`src/rtl/pixel_stream_sched_pkg.sv`:
```
// pixel_stream_sched_pkg: shared state encoding, pixel width and counter sizing helpers
package pixel_stream_sched_pkg;
   localparam int PIX_W = 8;
   typedef enum logic [1:0] {IDLE, STREAM, DRAIN, GAP} state_t;
   function automatic int cnt_w(input int n);
      return (n < 2) ? 1 : $clog2(n);
   endfunction
   function automatic int frame_pix(input int w, input int h);
      return w * h;
   endfunction
endpackage

```
`src/rtl/pixel_stream_sched_if.sv`:
```
// pixel_stream_sched_if: producer request/capture pins and the outgoing pixel stream
interface pixel_stream_sched_if;
   import pixel_stream_sched_pkg::*;
   logic             prod_ready;
   logic [PIX_W-1:0] prod_pixel;
   logic             prod_valid;
   logic [PIX_W-1:0] m_pixel;
   logic             m_valid;
   logic             m_ready;
   logic             m_sof;
   logic             m_eol;
   logic             m_eof;
   modport master (output prod_ready, m_pixel, m_valid, m_sof, m_eol, m_eof,
                   input prod_pixel, prod_valid, m_ready);
   modport slave (input prod_ready, m_pixel, m_valid, m_sof, m_eol, m_eof,
                  output prod_pixel, prod_valid, m_ready);
endinterface

```
`src/rtl/pixel_stream_sched_fifo.sv`:
```
// pixel_stream_sched_fifo: first-word-fall-through capture FIFO, push and pop allowed together when full
module pixel_stream_sched_fifo
   import pixel_stream_sched_pkg::*;
#(
   parameter int DEPTH = 4,
   localparam int AW = $clog2(DEPTH)
) (
   input  logic             sensor_clk,
   input  logic             rst_n,
   input  logic             push,
   input  logic             pop,
   input  logic [PIX_W-1:0] din,
   output logic [PIX_W-1:0] dout,
   output logic [AW:0]      count,
   output logic             full,
   output logic             empty
);
   logic [PIX_W-1:0] mem [DEPTH];
   logic [AW-1:0] wr_ptr, rd_ptr;
   logic wr_en, rd_en;
   assign full = count == (AW+1)'(DEPTH);
   assign empty = count == '0;
   assign rd_en = pop && !empty;
   assign wr_en = push && (!full || rd_en);
   assign dout = mem[rd_ptr];
   // pointer and occupancy tracking; pointers wrap naturally since DEPTH is a power of two
   always_ff @(posedge sensor_clk or negedge rst_n)
      if (!rst_n) begin
         wr_ptr <= '0;
         rd_ptr <= '0;
         count <= '0;
      end else begin
         wr_ptr <= wr_ptr + AW'(wr_en);
         rd_ptr <= rd_ptr + AW'(rd_en);
         count <= count + (AW+1)'(wr_en) - (AW+1)'(rd_en);
      end
   // storage array, contents need no reset because count gates visibility
   always_ff @(posedge sensor_clk)
      if (wr_en) mem[wr_ptr] <= din;
endmodule

```
`src/rtl/pixel_stream_sched.sv`:
```
// pixel_stream_sched: frame sequencer issuing producer requests and re-streaming pixels with sof/eol/eof (checkers under PIXEL_SCHED_CHK_EN)
module pixel_stream_sched
   import pixel_stream_sched_pkg::*;
#(
   parameter int IMG_WIDTH  = 32,
   parameter int IMG_HEIGHT = 32,
   parameter int FIFO_DEPTH = 4,
   parameter int FRAME_GAP  = 8
) (
   input  logic                     sensor_clk,
   input  logic                     rst_n,
   input  logic                     start,
   input  logic                     continuous,
   input  logic                     stop,
   pixel_stream_sched_if.master     bus,
   output logic                     busy,
   output logic [15:0]              frame_cnt,
   output logic                     err
);
   localparam int FRAME_PIX = frame_pix(IMG_WIDTH, IMG_HEIGHT);
   localparam int RW = cnt_w(FRAME_PIX + 1);
   localparam int XW = cnt_w(IMG_WIDTH);
   localparam int YW = cnt_w(IMG_HEIGHT);
   localparam int GW = cnt_w(FRAME_GAP + 1);
   localparam int CW = $clog2(FIFO_DEPTH) + 1;
   state_t state;
   logic [RW-1:0] req_cnt;
   logic [XW-1:0] x;
   logic [YW-1:0] y;
   logic [GW-1:0] gap_cnt;
   logic [CW-1:0] fifo_count;
   logic [CW:0] outstanding;
   logic [PIX_W-1:0] fifo_dout;
   logic prod_ready_q, cont_q, stop_pend, fifo_full, fifo_empty;
   logic pop, last_x, last_y, eof_pop, gap_done, enter, req;
   pixel_stream_sched_fifo #(.DEPTH(FIFO_DEPTH)) u_fifo (
      .sensor_clk (sensor_clk),
      .rst_n      (rst_n),
      .push       (prod_ready_q),
      .pop        (pop),
      .din        (bus.prod_pixel),
      .dout       (fifo_dout),
      .count      (fifo_count),
      .full       (fifo_full),
      .empty      (fifo_empty)
   );
   assign last_x = x == XW'(IMG_WIDTH - 1);
   assign last_y = y == YW'(IMG_HEIGHT - 1);
   assign bus.m_valid = !fifo_empty;
   assign bus.m_pixel = bus.m_valid ? fifo_dout : '0;
   assign bus.m_sof = bus.m_valid && x == '0 && y == '0;
   assign bus.m_eol = bus.m_valid && last_x;
   assign bus.m_eof = bus.m_eol && last_y;
   assign pop = bus.m_valid && bus.m_ready;
   assign eof_pop = pop && last_x && last_y;
   assign gap_done = gap_cnt >= GW'(FRAME_GAP);
   assign enter = (state == IDLE && start) || (state == GAP && gap_done && cont_q && !stop_pend);
   // credit counts stored pixels plus both requests still travelling through the producer
   assign outstanding = {1'b0, fifo_count} + (CW+1)'(bus.prod_ready) + (CW+1)'(prod_ready_q);
   assign req = (enter || (state == STREAM && req_cnt < RW'(FRAME_PIX))) && outstanding < (CW+1)'(FIFO_DEPTH);
   // frame FSM with request issue, output position and frame bookkeeping
   always_ff @(posedge sensor_clk or negedge rst_n)
      if (!rst_n) begin
         state <= IDLE;
         bus.prod_ready <= 1'b0;
         prod_ready_q <= 1'b0;
         req_cnt <= '0;
         x <= '0;
         y <= '0;
         gap_cnt <= '0;
         cont_q <= 1'b0;
         stop_pend <= 1'b0;
         busy <= 1'b0;
         frame_cnt <= '0;
      end else begin
         bus.prod_ready <= req;
         prod_ready_q <= bus.prod_ready;
         req_cnt <= (enter ? '0 : req_cnt) + RW'(req);
         if (pop) x <= last_x ? '0 : x + 1'b1;
         if (pop && last_x) y <= last_y ? '0 : y + 1'b1;
         if (eof_pop) begin
            frame_cnt <= frame_cnt + 1'b1;
            cont_q <= continuous;
         end
         if (stop && (state != IDLE || start)) stop_pend <= 1'b1;
         case (state)
            IDLE: if (start) begin
               state <= STREAM;
               busy <= 1'b1;
               cont_q <= continuous;
            end
            STREAM: if (req_cnt == RW'(FRAME_PIX)) state <= DRAIN;
            DRAIN: if (eof_pop) begin
               state <= GAP;
               gap_cnt <= GW'(1);
            end
            GAP: begin
               gap_cnt <= gap_cnt + 1'b1;
               if (gap_done) begin
                  state <= enter ? STREAM : IDLE;
                  busy <= enter;
                  if (!enter) stop_pend <= 1'b0;
               end
            end
            default: state <= IDLE;
         endcase
      end
`ifdef PIXEL_SCHED_CHK_EN
   logic chk;
   assign chk = (prod_ready_q && !bus.prod_valid) || (prod_ready_q && fifo_full && !pop) || (pop && fifo_empty);
   // sticky protocol error flag with a simulation alarm
   always_ff @(posedge sensor_clk or negedge rst_n)
      if (!rst_n) err <= 1'b0;
      else begin
         if (chk) err <= 1'b1;
         assert (!chk) else $error("pixel_stream_sched: protocol error");
      end
`else
   assign err = 1'b0;
`endif
endmodule

```
`src/flat_wrapper.sv`:
```
// flat-port wrapper written by rule: the top's interface ports become plain ports
module pixel_stream_sched_flat import pixel_stream_sched_pkg::*;
#(
   parameter int IMG_WIDTH  = 32,
   parameter int IMG_HEIGHT = 32,
   parameter int FIFO_DEPTH = 4,
   parameter int FRAME_GAP  = 8
)
  (sensor_clk, rst_n, start, continuous, stop, busy, frame_cnt, err, bus_prod_ready, bus_m_pixel, bus_m_valid, bus_m_sof, bus_m_eol, bus_m_eof, bus_prod_pixel, bus_prod_valid, bus_m_ready);
  pixel_stream_sched_if bus_i ();
  input  logic sensor_clk;
  input  logic rst_n;
  input  logic start;
  input  logic continuous;
  input  logic stop;
  output logic busy;
  output logic [15:0] frame_cnt;
  output logic err;
  output wire logic [$bits(bus_i.prod_ready)-1:0] bus_prod_ready;
  output wire logic [$bits(bus_i.m_pixel)-1:0] bus_m_pixel;
  output wire logic [$bits(bus_i.m_valid)-1:0] bus_m_valid;
  output wire logic [$bits(bus_i.m_sof)-1:0] bus_m_sof;
  output wire logic [$bits(bus_i.m_eol)-1:0] bus_m_eol;
  output wire logic [$bits(bus_i.m_eof)-1:0] bus_m_eof;
  input wire logic [$bits(bus_i.prod_pixel)-1:0] bus_prod_pixel;
  input wire logic [$bits(bus_i.prod_valid)-1:0] bus_prod_valid;
  input wire logic [$bits(bus_i.m_ready)-1:0] bus_m_ready;
  assign bus_prod_ready = bus_i.prod_ready;
  assign bus_m_pixel = bus_i.m_pixel;
  assign bus_m_valid = bus_i.m_valid;
  assign bus_m_sof = bus_i.m_sof;
  assign bus_m_eol = bus_i.m_eol;
  assign bus_m_eof = bus_i.m_eof;
  assign bus_i.prod_pixel = bus_prod_pixel;
  assign bus_i.prod_valid = bus_prod_valid;
  assign bus_i.m_ready = bus_m_ready;
  pixel_stream_sched #(.IMG_WIDTH(IMG_WIDTH), .IMG_HEIGHT(IMG_HEIGHT), .FIFO_DEPTH(FIFO_DEPTH), .FRAME_GAP(FRAME_GAP)) u_core (.sensor_clk(sensor_clk), .rst_n(rst_n), .start(start), .continuous(continuous), .stop(stop), .bus(bus_i), .busy(busy), .frame_cnt(frame_cnt), .err(err));
endmodule
```
`config.mk`:
```
export PLATFORM = sky130hd
export DESIGN_NAME = pixel_stream_sched_flat
export DESIGN_NICKNAME = d
export VERILOG_FILES = /design/src/rtl/pixel_stream_sched_pkg.sv /design/src/rtl/pixel_stream_sched_if.sv /design/src/rtl/pixel_stream_sched_fifo.sv /design/src/rtl/pixel_stream_sched.sv /design/src/flat_wrapper.sv
export SDC_FILE = /design/constraint.sdc
export NUM_CORES = 1
export LEC_CHECK = 0
export CELL_PAD_IN_SITES_DETAIL_PLACEMENT = 0
export CELL_PAD_IN_SITES_GLOBAL_PLACEMENT = 1
export CORE_MARGIN = 2
export CORE_UTILIZATION = 45
export CTS_BUF_LIST = sky130_fd_sc_hd__clkbuf_4
export DETAILED_ROUTE_END_ITERATION = 8
export PLACE_DENSITY_LB_ADDON = 0.1
export SYNTH_ARGS = -nofsm -noshare
export SYNTH_HDL_FRONTEND = slang
export SYNTH_SLANG_ARGS = --single-unit
```
`constraint.sdc`:
```
create_clock -name sensor_clk -period 3 [get_ports sensor_clk]
set_input_delay 0.75 -clock sensor_clk [delete_from_list [all_inputs] [get_ports sensor_clk]]
set_output_delay 0.75 -clock sensor_clk [all_outputs]
set_load 0.05 [all_outputs]
```
---- Word-level counts from Yosys, hierarchy flattened ----
Memories as Yosys holds them, arrays and structs flattened.
Cells that the tools add are included.
word-level totals
  register bits after elaboration ......... 55
  RAM bits ................................ 32
  bits of input ports ..................... 15
  output and inout bits ................... 31
  memories ................................ 1
memory list
  name               depth  bits a word  read ports  clocked after Yosys merged registers in  write ports  line                           source
  u_core.u_fifo.mem  4      8            1           0                                        1            pixel_stream_sched_fifo.sv:18  logic [PIX_W-1:0] mem [DEPTH];
cells by class
  $add $sub $neg .......................... 11
  order comparisons ....................... 3
  eq/ne operators ......................... 11
  mux-type cells .......................... 24
  reductions and logical operators ........ 33
operators with widths
  kind                                                                          count
  16-bit by 1-bit adder with 16-bit output, second input constant               1
  1-bit logical AND                                                             16
  1-bit two-way mux                                                             12
  11-bit by 1-bit adder with 11-bit output                                      1
  11-bit == test, second input constant                                         1
  11-bit less-than comparator, second input constant                            1
  11-bit two-way mux                                                            1
  5-bit by 1-bit adder with 5-bit output, second input constant                 2
  5-bit == test, second input constant                                          2
  5-bit logical NOT                                                             2
  5-bit two-way mux                                                             2
  2-bit two-way mux                                                             4
  8-bit two-way mux                                                             1
  2-bit case mux with 4 select lines                                            1
  4-bit case mux with 2 select lines                                            1
  2-bit nonzero test                                                            3
  2-bit by 1-bit adder with 2-bit output                                        2
  3-bit by 1-bit adder with 4-bit output                                        1
  4-bit by 1-bit adder with 4-bit output                                        1
  4-bit by 1-bit adder with 4-bit output, second input constant                 1
  2-bit == test, second input constant                                          2
  4-bit >= comparator, second input constant                                    1
  1-bit logical OR                                                              4
  4-bit by 3-bit less-than comparator with 1-bit output, second input constant  1
  other kinds (14)                                                              18

---- Logic depth before layout (Yosys ltp) ----
Gate-level depths: netlist of run 1.
  depth in word-level cells ............... 8
  mapped depth ............................ 13
  depth with buffers taken out ............ 12

---- Modules after synthesis ----
From an unflattened synthesis of run 1, not the netlist that was laid out.
second synthesis, totals
  cells, all modules ...................... 324
  area total of the unflattened synthesis .. 4127.7 µm²
by module, submodules not included
  module                   times used  cells each  area an instance (µm²)  sequential area each (µm²)
  pixel_stream_sched       1           251         2583.7                  1201.2
  pixel_stream_sched_fifo  1           73          1544.0                  1136.1

---- Worst setup path before layout of run 1 ----
No wires, ideal clock.
  path type ............................... flip-flop to flip-flop
  from .................................... register u_core.state[1]
  to ...................................... register u_core.req_cnt[8]
  arrival time ............................ 2.460 ns
  setup slack ............................. 0.418 ns
  cell stages (with the launch flop) ...... 14
  clock period less this slack ............ 2.582 ns
  path through ............................ dfrtp_1 > ha_1 > clkbuf_1 > and4b_1 > or2_2 > buf_2 > a21oi_1 > a21oi_1 > ha_1 > ha_1 > nand3_1 > nor3_1 > nand2_1 > xor2_1
between the ends
  cells in the longest elaborated chain, start to end .. 8
  elaborated cells between the ends (all ways) .. 13
ends and longest elaborated chain
  what                                          line                       source
  start, declared                               pixel_stream_sched.sv:26   state_t state;
  start signal, assigned                        pixel_stream_sched.sv:100  state <= enter ? STREAM : IDLE;
  2-bit == test                                 pixel_stream_sched.sv:57   assign enter = (state == IDLE && start) || (state == GAP && gap_done && cont_q && !stop_pend);
  1-bit logical AND (3 in a row)                pixel_stream_sched.sv:57
  1-bit logical OR                              pixel_stream_sched.sv:57
  1-bit logical OR (*)                          pixel_stream_sched.sv:60   assign req = (enter || (state == STREAM && req_cnt < RW'(FRAME_PIX))) && outstanding < (CW+1)'(FIFO_DEPTH);
  1-bit logical AND (*)                         pixel_stream_sched.sv:60
  net u_core.req                                pixel_stream_sched.sv:35   logic pop, last_x, last_y, eof_pop, gap_done, enter, req;
  11-bit by 1-bit adder with 11-bit output (*)  pixel_stream_sched.sv:78   req_cnt <= (enter ? '0 : req_cnt) + RW'(req);
  end signal, assigned                          pixel_stream_sched.sv:78
  end, declared                                 pixel_stream_sched.sv:27   logic [RW-1:0] req_cnt;
The timed path passes the listed nets; every way through them passes the cells marked *.
A chain may end at the register's enable or synchronous reset.

---- Final worst setup path of run 1 ----
  from .................................... register u_core.u_fifo.rd_ptr[0]
  to ...................................... output port bus_m_pixel[0]
between the ends
  cells in the longest elaborated chain, start to end .. 2
ends and longest elaborated chain
  what                    line                           source
  start, declared         pixel_stream_sched_fifo.sv:19  logic [AW-1:0] wr_ptr, rd_ptr;
  start signal, assigned  pixel_stream_sched_fifo.sv:34  rd_ptr <= rd_ptr + AW'(rd_en);
  memory read 4 x 8 bit   -
  8-bit two-way mux       pixel_stream_sched.sv:50       assign bus.m_pixel = bus.m_valid ? fifo_dout : '0;
  end, declared           flat_wrapper.sv:20             output wire logic [$bits(bus_i.m_pixel)-1:0] bus_m_pixel;
Every way passes these cells.

==> flow_metrics.env, run 1 <==
export IMPL_critPathTopFamily="flip-flops"
export IMPL_drtIter0Drc=95
export IMPL_synth_area_per_cell_um2=12.7
export IMPL_syn_num_nets=360
export IMPL_placed_cell_area_um2=4700
export IMPL_ios=46
export IMPL_comb_power_share_pct=29.6
export IMPL_grt_pass1_vias=2620
export IMPL_wl_um=7480
export IMPL_final_cell_mix="53 x dfrtp_1, 32 x edfxtp_1, 30 x clkdlybuf4s50_1"
export IMPL_synth_seq_area_share_pct=57.3
export IMPL_viasPerCell=5.30
export IMPL_drc=0
export IMPL_cp_cell_sequence="mux4_2, and2_1, dlygate4sd2_1"
export IMPL_row_count=34
export IMPL_slowest_stage="dfrtp_2"
export IMPL_worstSetupPathType="reg2out"
export IMPL_swShare_pct=37.1
export IMPL_p_int_uw=1900
export IMPL_final_cells=498
export IMPL_antenna_cells=0
export IMPL_maxSlewViolCount=0
export IMPL_clkPwrFrac_pct=21.4
export IMPL_reg2reg_depth=11
export IMPL_die_h_um=99.2
export IMPL_crit_buf_inv=1
export IMPL_synth_cell_types=46
export IMPL_first_pass_iters=4
export IMPL_rsz0062_at_grt="no"
export IMPL_peakVddDrop_mv=0.265
export IMPL_worstSetupEndpointType="primary output"
export IMPL_hold_viol_final=0
export IMPL_numCtsBuffers=9
export IMPL_ys_ff_latch=87
export IMPL_clock_root_buffer="clkbuf_4"
export IMPL_cts_setup_buffers=0
export IMPL_gp_congestion=0.745
export IMPL_synthTopCellsByArea="dfrtp_1 34%, edfxtp_1 24%, ha_1 6.7%, mux4_2 4.4%, xor2_1 3.4%"
export IMPL_cts_resized=7
export IMPL_cpPeakStageDelay_ns=0.54
export IMPL_ys_flop_type="dfrtp_1"
export IMPL_final_common_cell="dfrtp_1"
export IMPL_port_buffers=43
export IMPL_worst_path_max_fanout=7
export IMPL_status="finished clean"
export IMPL_setup_viol=0
export IMPL_vias=2639
export IMPL_die_area_um2=9840
export IMPL_coreArea_um2=8760
export IMPL_finalCriticalPeriod_ns=2.83
export IMPL_htreeDepth=3
export IMPL_drive_gt1_share_pct=16.7
export IMPL_crit_required_ns=2.25
export IMPL_synth_edf_count=32
export IMPL_grt_max_degree=51
export IMPL_crit_path_start_kind="flip-flop"
export IMPL_nets=423
export IMPL_netlist_area_leader_share_pct=33.7
export IMPL_path_clk_slew_ns=0.15
export IMPL_pre_cts_slack_ns=-0.0522
export IMPL_yosys_warnings=0
export IMPL_grt_usage_pct=16.3
export IMPL_cp_depth=3
export IMPL_power_switching_uw=1120
export IMPL_syn_to_final_growth_pct=18.8
export IMPL_holdBufCountCts=0
export IMPL_routedWlPerCell_um=15.0
export IMPL_p_leak_uw=0.00213
export IMPL_yosysTopAreaCell="dfrtp_1"
export IMPL_async_reset_ff_share_pct=63.2
export IMPL_hold_class="in2async"
export IMPL_power_density_nw_per_um2=623
export IMPL_netlist_instances=322
export IMPL_start_util_pct=46.5
export IMPL_stdcell_area_um2=4840
export IMPL_setup_tns_ns=0
export IMPL_setup_slack_ns=0.171
export IMPL_grt_overflow=0
export IMPL_fin_worst_skew_ns=0.0182
export IMPL_dp_hpwl_um=5340
export IMPL_crit_arrival_ns=2.08
export IMPL_cts_sinks=87
export IMPL_cap_viol_max_count=0
export IMPL_antenna_found_initial=0
export IMPL_grt_pass1_wl_um=12600
export IMPL_cts_tree="done"
export IMPL_insertion_delay_ns=0.44
export IMPL_ant_nets=0
export IMPL_finalCoreUtilization_pct=55.3
export IMPL_die_width_um=99.2
export IMPL_tightestPinTransition_ns=0.799
export IMPL_numPlacedInstances=482
export IMPL_cts_path_max_buffers=2
export IMPL_seqPwrFrac_pct=49.0
export IMPL_clock_fmax_mhz=354
export IMPL_finalCritPeriodShare_pct=94.3
export IMPL_synthesis_area_um2=4080
export IMPL_relSlewSlack_pct=45.9
-- per-stage QoR --
stage	hold slack [ns]	total power, uW
4_1_cts	0.0786	3070
6_report	0.114	3020
2_1_floorplan	0.454	2140
3_5_place_dp	0.428	2430
3_3_place_gp	0.439	2410
5_1_grt	0.0590	3210
-- layer usage --
layer,part of all wire [%],track usage [%],routed length [um]
met4,1.5,5.58,109
met1,46,20.9,3410
met2,50,26.9,3710
met5,0,0,0
met3,3.4,4.43,258
-- sequential cells by signal (all words and copies together), names as in the netlist --
name / count
u_core.bus.prod_ready: 1
u_core.busy: 1
u_core.cont_q: 1
u_core.frame_cnt: 16
u_core.gap_cnt: 4
u_core.prod_ready_q: 1
u_core.req_cnt: 11
u_core.state: 2
u_core.stop_pend: 1
u_core.u_fifo.count: 3
u_core.u_fifo.mem: 32
u_core.u_fifo.rd_ptr: 2
u_core.u_fifo.wr_ptr: 2
u_core.x: 5
u_core.y: 5
-- layout make-up --
cell class                      count  area (um2)
Clock buffer                        9        67.6
Sequential cell                    87        2340
Tap cell                          108         135
Clock inverter                      7        72.6
Inverter                           19        71.3
Multi-Input combinational cell    209        1640
Fill cell                         757        3920
Timing Repair Buffer               59         523
-- power by group through the flow --
stage / clock network [uW] / logic [uW] / registers [uW]
floorplan: 0 / 715 / 1420
global placement: 0 / 911 / 1500
detailed placement: 0 / 928 / 1500
CTS: 686 / 904 / 1480
global route: 732 / 978 / 1500
finish: 646 / 894 / 1480
-- Yosys cell counts, types with 2 or more instances --
master    count
buf_2         2
and4_1        2
xnor2_1       8
mux4_2        8
nand2b_1      3
or2_2         3
dfrtp_1      55
nor4_1        7
nand3_1      10
a31oi_1       2
a22o_1        3
nor3b_1       3
nand2_1      21
o21ai_0      14
mux2_2        7
nor4b_1       4
nor2_1       16
and2_1       14
edfxtp_1     32
nor3_1        7
or3_1         3
xor2_1       16
clkbuf_1      3
and3_1        5
ha_1         22
a21oi_1      11
inv_1        19
nand4_1       4
-- final timing paths --
kind / startpoint / endpoint / slack [ns]
worst max-delay path: u_core.u_fifo.rd_ptr[0] / bus_m_pixel[0] / 0.17
worst min-delay path: rst_n / u_core.gap_cnt[1] / 0.11
worst max register to register: u_core.u_fifo.count[0] / u_core.req_cnt[10] / 0.28
worst min register to register: u_core.bus.prod_ready / u_core.prod_ready_q / 0.47
max in group asynchronous: rst_n / u_core.u_fifo.rd_ptr[0] / 2.01
min in group sensor_clk: u_core.bus.prod_ready / u_core.prod_ready_q / 0.47
-- logic make-up after synthesis --
family / Yosys count / synth area share (%)
other cells: 1 / 0.0919
simple gates: 105 / 14.3
flops: 87 / 57.3
mux: 16 / 6.60
fa+ha+maj: 23 / 7.24
buf+inv: 26 / 2.73
xor+xnor: 24 / 5.15
compound gates: 40 / 6.63
Power figures use the tool's default switching activity.
==> run 2, diff against run 1 <==
MAX_ROUTING_LAYER = met4   (was default)
SLEW_MARGIN = 25   (was default)
==> flow_metrics.env, run 2 (synthesis gave the netlist of run 1 again) <==
export IMPL_cpPeakStageDelay_ns=0.53
export IMPL_top_regs="u_core.u_fifo.mem: 32 flops, u_core.frame_cnt: 16 flops, u_core.req_cnt: 11 flops"
export IMPL_cp_depth=3
export IMPL_cts_tree="done"
export IMPL_worstSetupPathType="reg2out"
export IMPL_final_common_cell="dfrtp_1"
export IMPL_cp_cell_sequence="mux4_2, and2_1, dlygate4sd2_1"
export IMPL_insertion_delay_ns=0.44
export IMPL_p_int_uw=1900
export IMPL_status="finished clean"
export IMPL_tightestPinTransition_ns=0.792
export IMPL_crit_arrival_ns=2.08
export IMPL_drc=0
export IMPL_drtIter0Drc=99
export IMPL_finalCriticalPeriod_ns=2.83
export IMPL_crit_required_ns=2.25
export IMPL_antenna_found_initial=0
export IMPL_multi_input_area_um2=1640
export IMPL_first_pass_iters=4
export IMPL_p_leak_uw=0.00213
export IMPL_whs_ns=0.115
export IMPL_antenna_cells=0
export IMPL_critPathTopFamily="flip-flops"
export IMPL_regArea_um2=2340
export IMPL_cts_setup_buffers=0
export IMPL_row_count=34
export IMPL_comb_power_share_pct=29.6
export IMPL_slowest_stage="dfrtp_2"
export IMPL_vias=2645
export IMPL_top_register="u_core.u_fifo.mem"
export IMPL_setup_viol=0
export IMPL_cts_resized=7
export IMPL_finalCritPeriodShare_pct=94.2
export IMPL_crit_path_start_kind="flip-flop"
export IMPL_ios=46
export IMPL_fin_worst_skew_ns=0.0165
export IMPL_worstSetupEndpointType="primary output"
export IMPL_path_clk_slew_ns=0.15
export IMPL_hold_class="in2async"
export IMPL_grt_pass1_vias=2613
export IMPL_holdBufCountCts=0
export IMPL_coreArea_um2=8760
export IMPL_nets=423
export IMPL_grt_max_degree=51
export IMPL_relSlewSlack_pct=46.4
export IMPL_syn_to_final_growth_pct=18.8
export IMPL_die_h_um=99.2
export IMPL_clock_fmax_mhz=354
export IMPL_grt_usage_pct=16.8
export IMPL_power_switching_uw=1120
export IMPL_seqPwrFrac_pct=49.0
export IMPL_start_util_pct=46.5
export IMPL_cap_viol_max_count=0
export IMPL_fill_cells=757
export IMPL_cts_sinks=87
export IMPL_clock_root_buffer="clkbuf_4"
export IMPL_gp_congestion=0.754
export IMPL_ant_nets=0
export IMPL_routedWlPerCell_um=15.0
export IMPL_swShare_pct=37.0
export IMPL_stdcell_area_um2=4840
export IMPL_peakVddDrop_mv=0.265
export IMPL_maxSlewViolCount=0
export IMPL_pre_cts_slack_ns=-0.0522
export IMPL_die_width_um=99.2
export IMPL_cts_path_max_buffers=2
export IMPL_largest_reg_flops=32
export IMPL_numCtsBuffers=9
export IMPL_dp_hpwl_um=5340
export IMPL_rsz0062_at_grt="no"
export IMPL_crit_buf_inv=1
export IMPL_hold_viol_final=0
export IMPL_power_density_nw_per_um2=622
export IMPL_viasPerCell=5.31
export IMPL_port_buffers=43
export IMPL_final_cell_mix="53 x dfrtp_1, 32 x edfxtp_1, 30 x clkdlybuf4s50_1"
export IMPL_grt_overflow=0
export IMPL_grt_pass1_wl_um=12600
export IMPL_worst_path_max_fanout=7
export IMPL_clkPwrFrac_pct=21.4
export IMPL_die_area_um2=9840
export IMPL_htreeDepth=3
export IMPL_placed_cell_area_um2=4700
export IMPL_setup_slack_ns=0.175
export IMPL_wl_um=7450
export IMPL_reg2reg_depth=11
export IMPL_drive_gt1_share_pct=16.7
[run 2: final cells by class]
type | instances | area share (%)
multi-input cells | 209 | 33.8
clock buffers | 9 | 1.39
clock inverters | 7 | 1.50
repair buffers | 59 | 10.8
well taps | 108 | 2.79
flip-flops and latches | 87 | 48.3
inverters | 19 | 1.47
[run 2: power by group through the flow]
stage	Clock [uW]	Sequential, uW	Combinational, uW
floorplan	0	1420	715
global placement	0	1500	911
detailed placement	0	1500	928
CTS	686	1480	904
global route	733	1500	978
finish	645	1480	893
[run 2: through the flow]
step	instances	utilization, %	setup TNS, ns	power, uW
after floorplan	322	-	0	2140
after global placement	482	53.7	-0.00791	2410
after detailed placement	482	53.7	-0.0522	2430
after CTS	498	55.2	0	3070
after global routing	498	55.3	0	3210
final	498	55.3	0	3020
[run 2: metal layers]
metal  vias up  GRT usage [%]  part of all wire, %
li1       1286              -                    -
met2        45           26.7                   50
met3        10           4.43                  3.5
met5         -              -                    0
met1      1304           21.1                   46
met4         0           5.58                  1.4
[run 2: final timing paths]
kind | start | end | slack (ns)
max in group asynchronous | rst_n | u_core.u_fifo.rd_ptr[0] | 2.01
min | rst_n | u_core.gap_cnt[1] | 0.11
min in group sensor_clk | u_core.bus.prod_ready | u_core.prod_ready_q | 0.47
min reg2reg | u_core.bus.prod_ready | u_core.prod_ready_q | 0.47
max | u_core.u_fifo.rd_ptr[0] | bus_m_pixel[0] | 0.17
max reg2reg | u_core.u_fifo.count[0] | u_core.req_cnt[10] | 0.29
[run 2: worst register-to-register path, stage by stage (launching register included)]
cell     delay (ns)
dfrtp_2        0.49
ha_1           0.30
a21oi_1        0.07
or4_1          0.40
a21oi_1        0.21
ha_1           0.21
ha_1           0.19
nand3_1        0.12
nor3_1         0.22
buf_4          0.15
nand4_1        0.10
a21oi_1        0.19
==> run 3, diff against run 2 <==
CORE_UTILIZATION = 30   (was 45)
==> flow_metrics.env, run 3 (synthesis gave the netlist of run 1 again) <==
export IMPL_viasPerCell=4.66
export IMPL_final_cell_mix="54 x dfrtp_1, 32 x edfxtp_1, 30 x clkdlybuf4s50_1"
export IMPL_use_met1_pct=17.1
export IMPL_cts_path_max_buffers=2
export IMPL_cap_viol_max_count=0
export IMPL_grt_busiest_layer="met2"
export IMPL_cts_setup_buffers=0
export IMPL_drtIter0Drc=157
export IMPL_syn_to_final_growth_pct=20.1
export IMPL_final_common_cell="dfrtp_1"
export IMPL_hold_class="in2async"
export IMPL_grt_max_degree=56
export IMPL_finalPower_uw=3010
export IMPL_worst_path_max_fanout=6
export IMPL_setup_slack_ns=0.170
export IMPL_status="finished clean"
export IMPL_top_register="u_core.u_fifo.mem"
export IMPL_numPlacedInstances=549
export IMPL_coreArea_um2=13200
export IMPL_fin_worst_skew_ns=0.0149
export IMPL_port_buffers=43
export IMPL_crit_path_start_kind="flip-flop"
export IMPL_numCtsBuffers=9
export IMPL_insertion_delay_ns=0.47
export IMPL_path_clk_slew_ns=0.15
export IMPL_cts_sinks=87
export IMPL_crit_required_ns=2.25
export IMPL_reg2reg_depth=10
export IMPL_reg2reg_from="u_core.u_fifo.count[0]"
export IMPL_wl_um=8540
export IMPL_grtUsageMet3_pct=2.55
export IMPL_slowest_stage="dfrtp_1"
export IMPL_maxSlewViolCount=0
export IMPL_worstReg2RegEnd="u_core.req_cnt[6]"
export IMPL_final_cells=566
export IMPL_power_density_nw_per_um2=615
export IMPL_grt_pass1_vias=2762
export IMPL_grt_overflow=0
export IMPL_gp_congestion=0.731
export IMPL_first_pass_iters=4
export IMPL_crit_arrival_ns=2.08
export IMPL_finalCriticalPeriod_ns=2.83
export IMPL_rsz0062_at_grt="no"
export IMPL_path_common_cell="ha_1"
export IMPL_peakVddDrop_mv=0.161
export IMPL_finalCoreUtilization_pct=37.0
export IMPL_nets=422
export IMPL_cp_cell_sequence="ha_1, and3_1, ha_1, o311a_4, buf_4"
export IMPL_hold_viol_final=0
export IMPL_r2r_slack_ns=0.27
export IMPL_worstSetupEndpointType="primary output"
export IMPL_htreeDepth=3
export IMPL_antenna_found_initial=1
export IMPL_vias=2639
export IMPL_clock_root_buffer="clkbuf_4"
export IMPL_grt_usage_pct=13.1
export IMPL_cts_tree="done"
export IMPL_clock_fmax_mhz=353
export IMPL_ios=46
export IMPL_setup_viol=0
export IMPL_ant_nets=0
export IMPL_p_leak_uw=0.00212
export IMPL_top_regs="u_core.u_fifo.mem: 32 flops, u_core.frame_cnt: 16 flops, u_core.req_cnt: 11 flops"
export IMPL_dp_hpwl_um=5790
export IMPL_use_met2_pct=19.6
export IMPL_tightestPinTransition_ns=0.859
export IMPL_finalCritPeriodShare_pct=94.3
export IMPL_die_h_um=121
export IMPL_relSlewSlack_pct=41.8
export IMPL_cpPeakStageDelay_ns=0.41
export IMPL_grt_pass1_wl_um=14200
export IMPL_drive_gt1_share_pct=17.2
export IMPL_die_width_um=121
export IMPL_pre_cts_slack_ns=-0.0920
export IMPL_routedWlPerCell_um=15.1
export IMPL_largest_reg_flops=32
export IMPL_die_area_um2=14500
export IMPL_worstSetupPathType="reg2out"
export IMPL_row_count=42
export IMPL_drc=0
export IMPL_start_util_pct=30.8
[run 3: final cells by class]
type                            count  area [um2]
Tap cell                          176         220
Sequential cell                    87        2340
Fill cell                        1346        8340
Clock buffer                       10        75.1
Antenna cell                        1        2.50
Timing Repair Buffer               58         509
Multi-Input combinational cell    209        1630
Clock inverter                      6        51.3
Inverter                           19        71.3
[run 3: where the power goes]
group	internal [uW]	switching [uW]
clock	195	454
sequential	1320	159
combinational	374	509
total	1890	1120
[run 3: timing repair]
item	4_1_cts	5_1_grt
hold buffers	0	0
gates resized for setup	1	1
endpoints found under the setup margin	1	6
[run 3: worst max path at each step]
stage                     slack [ns]                 end  cells after the start               startpoint
after detailed placement       -0.09  u_core.req_cnt[10]                     12                    start
after floorplan                 0.42   u_core.req_cnt[8]                     13          u_core.state[1]
after global placement         -0.03  u_core.req_cnt[10]                     12                    start
after CTS                       0.02      bus_m_pixel[7]                      3  u_core.u_fifo.rd_ptr[0]
after global routing           0.005           bus_m_eof                      5              u_core.x[1]
final                           0.17           bus_m_eof                      5              u_core.x[0]
[run 3: routing by layer]
metal / share of wire, % / vias to the layer above / wire length (um)
met2: 46 / 40 / 3900
met3: 2.9 / 15 / 251
met1: 49 / 1298 / 4200
met5: 0 / - / 0
met4: 2.2 / 0 / 189
li1: - / 1286 / -
[run 3: metrics by stage]
| step | hold slack, ns | setup TNS [ns] | cell area (um2) |
|---|---|---|---|
| finish | 0.406 | 0 | 4900 |
| global route | 0.446 | 0 | 4900 |
| CTS | 0.422 | 0 | 4890 |
| detailed placement | 0.388 | -0.159 | 4770 |
| global placement | 0.391 | -0.0326 | 4770 |
| floorplan | 0.454 | 0 | 4080 |
[run 3: worst max-delay path, delay by kind of cell, from the launching register on]
family / cells / cell delay, ns
flip-flops: 1 / 0.41
buffers and inverters: 1 / 0.22
AND/OR/NAND/NOR: 1 / 0.17
AO/OA/AOI/OAI: 1 / 0.32
adder cells (fa/ha/maj): 2 / 0.50
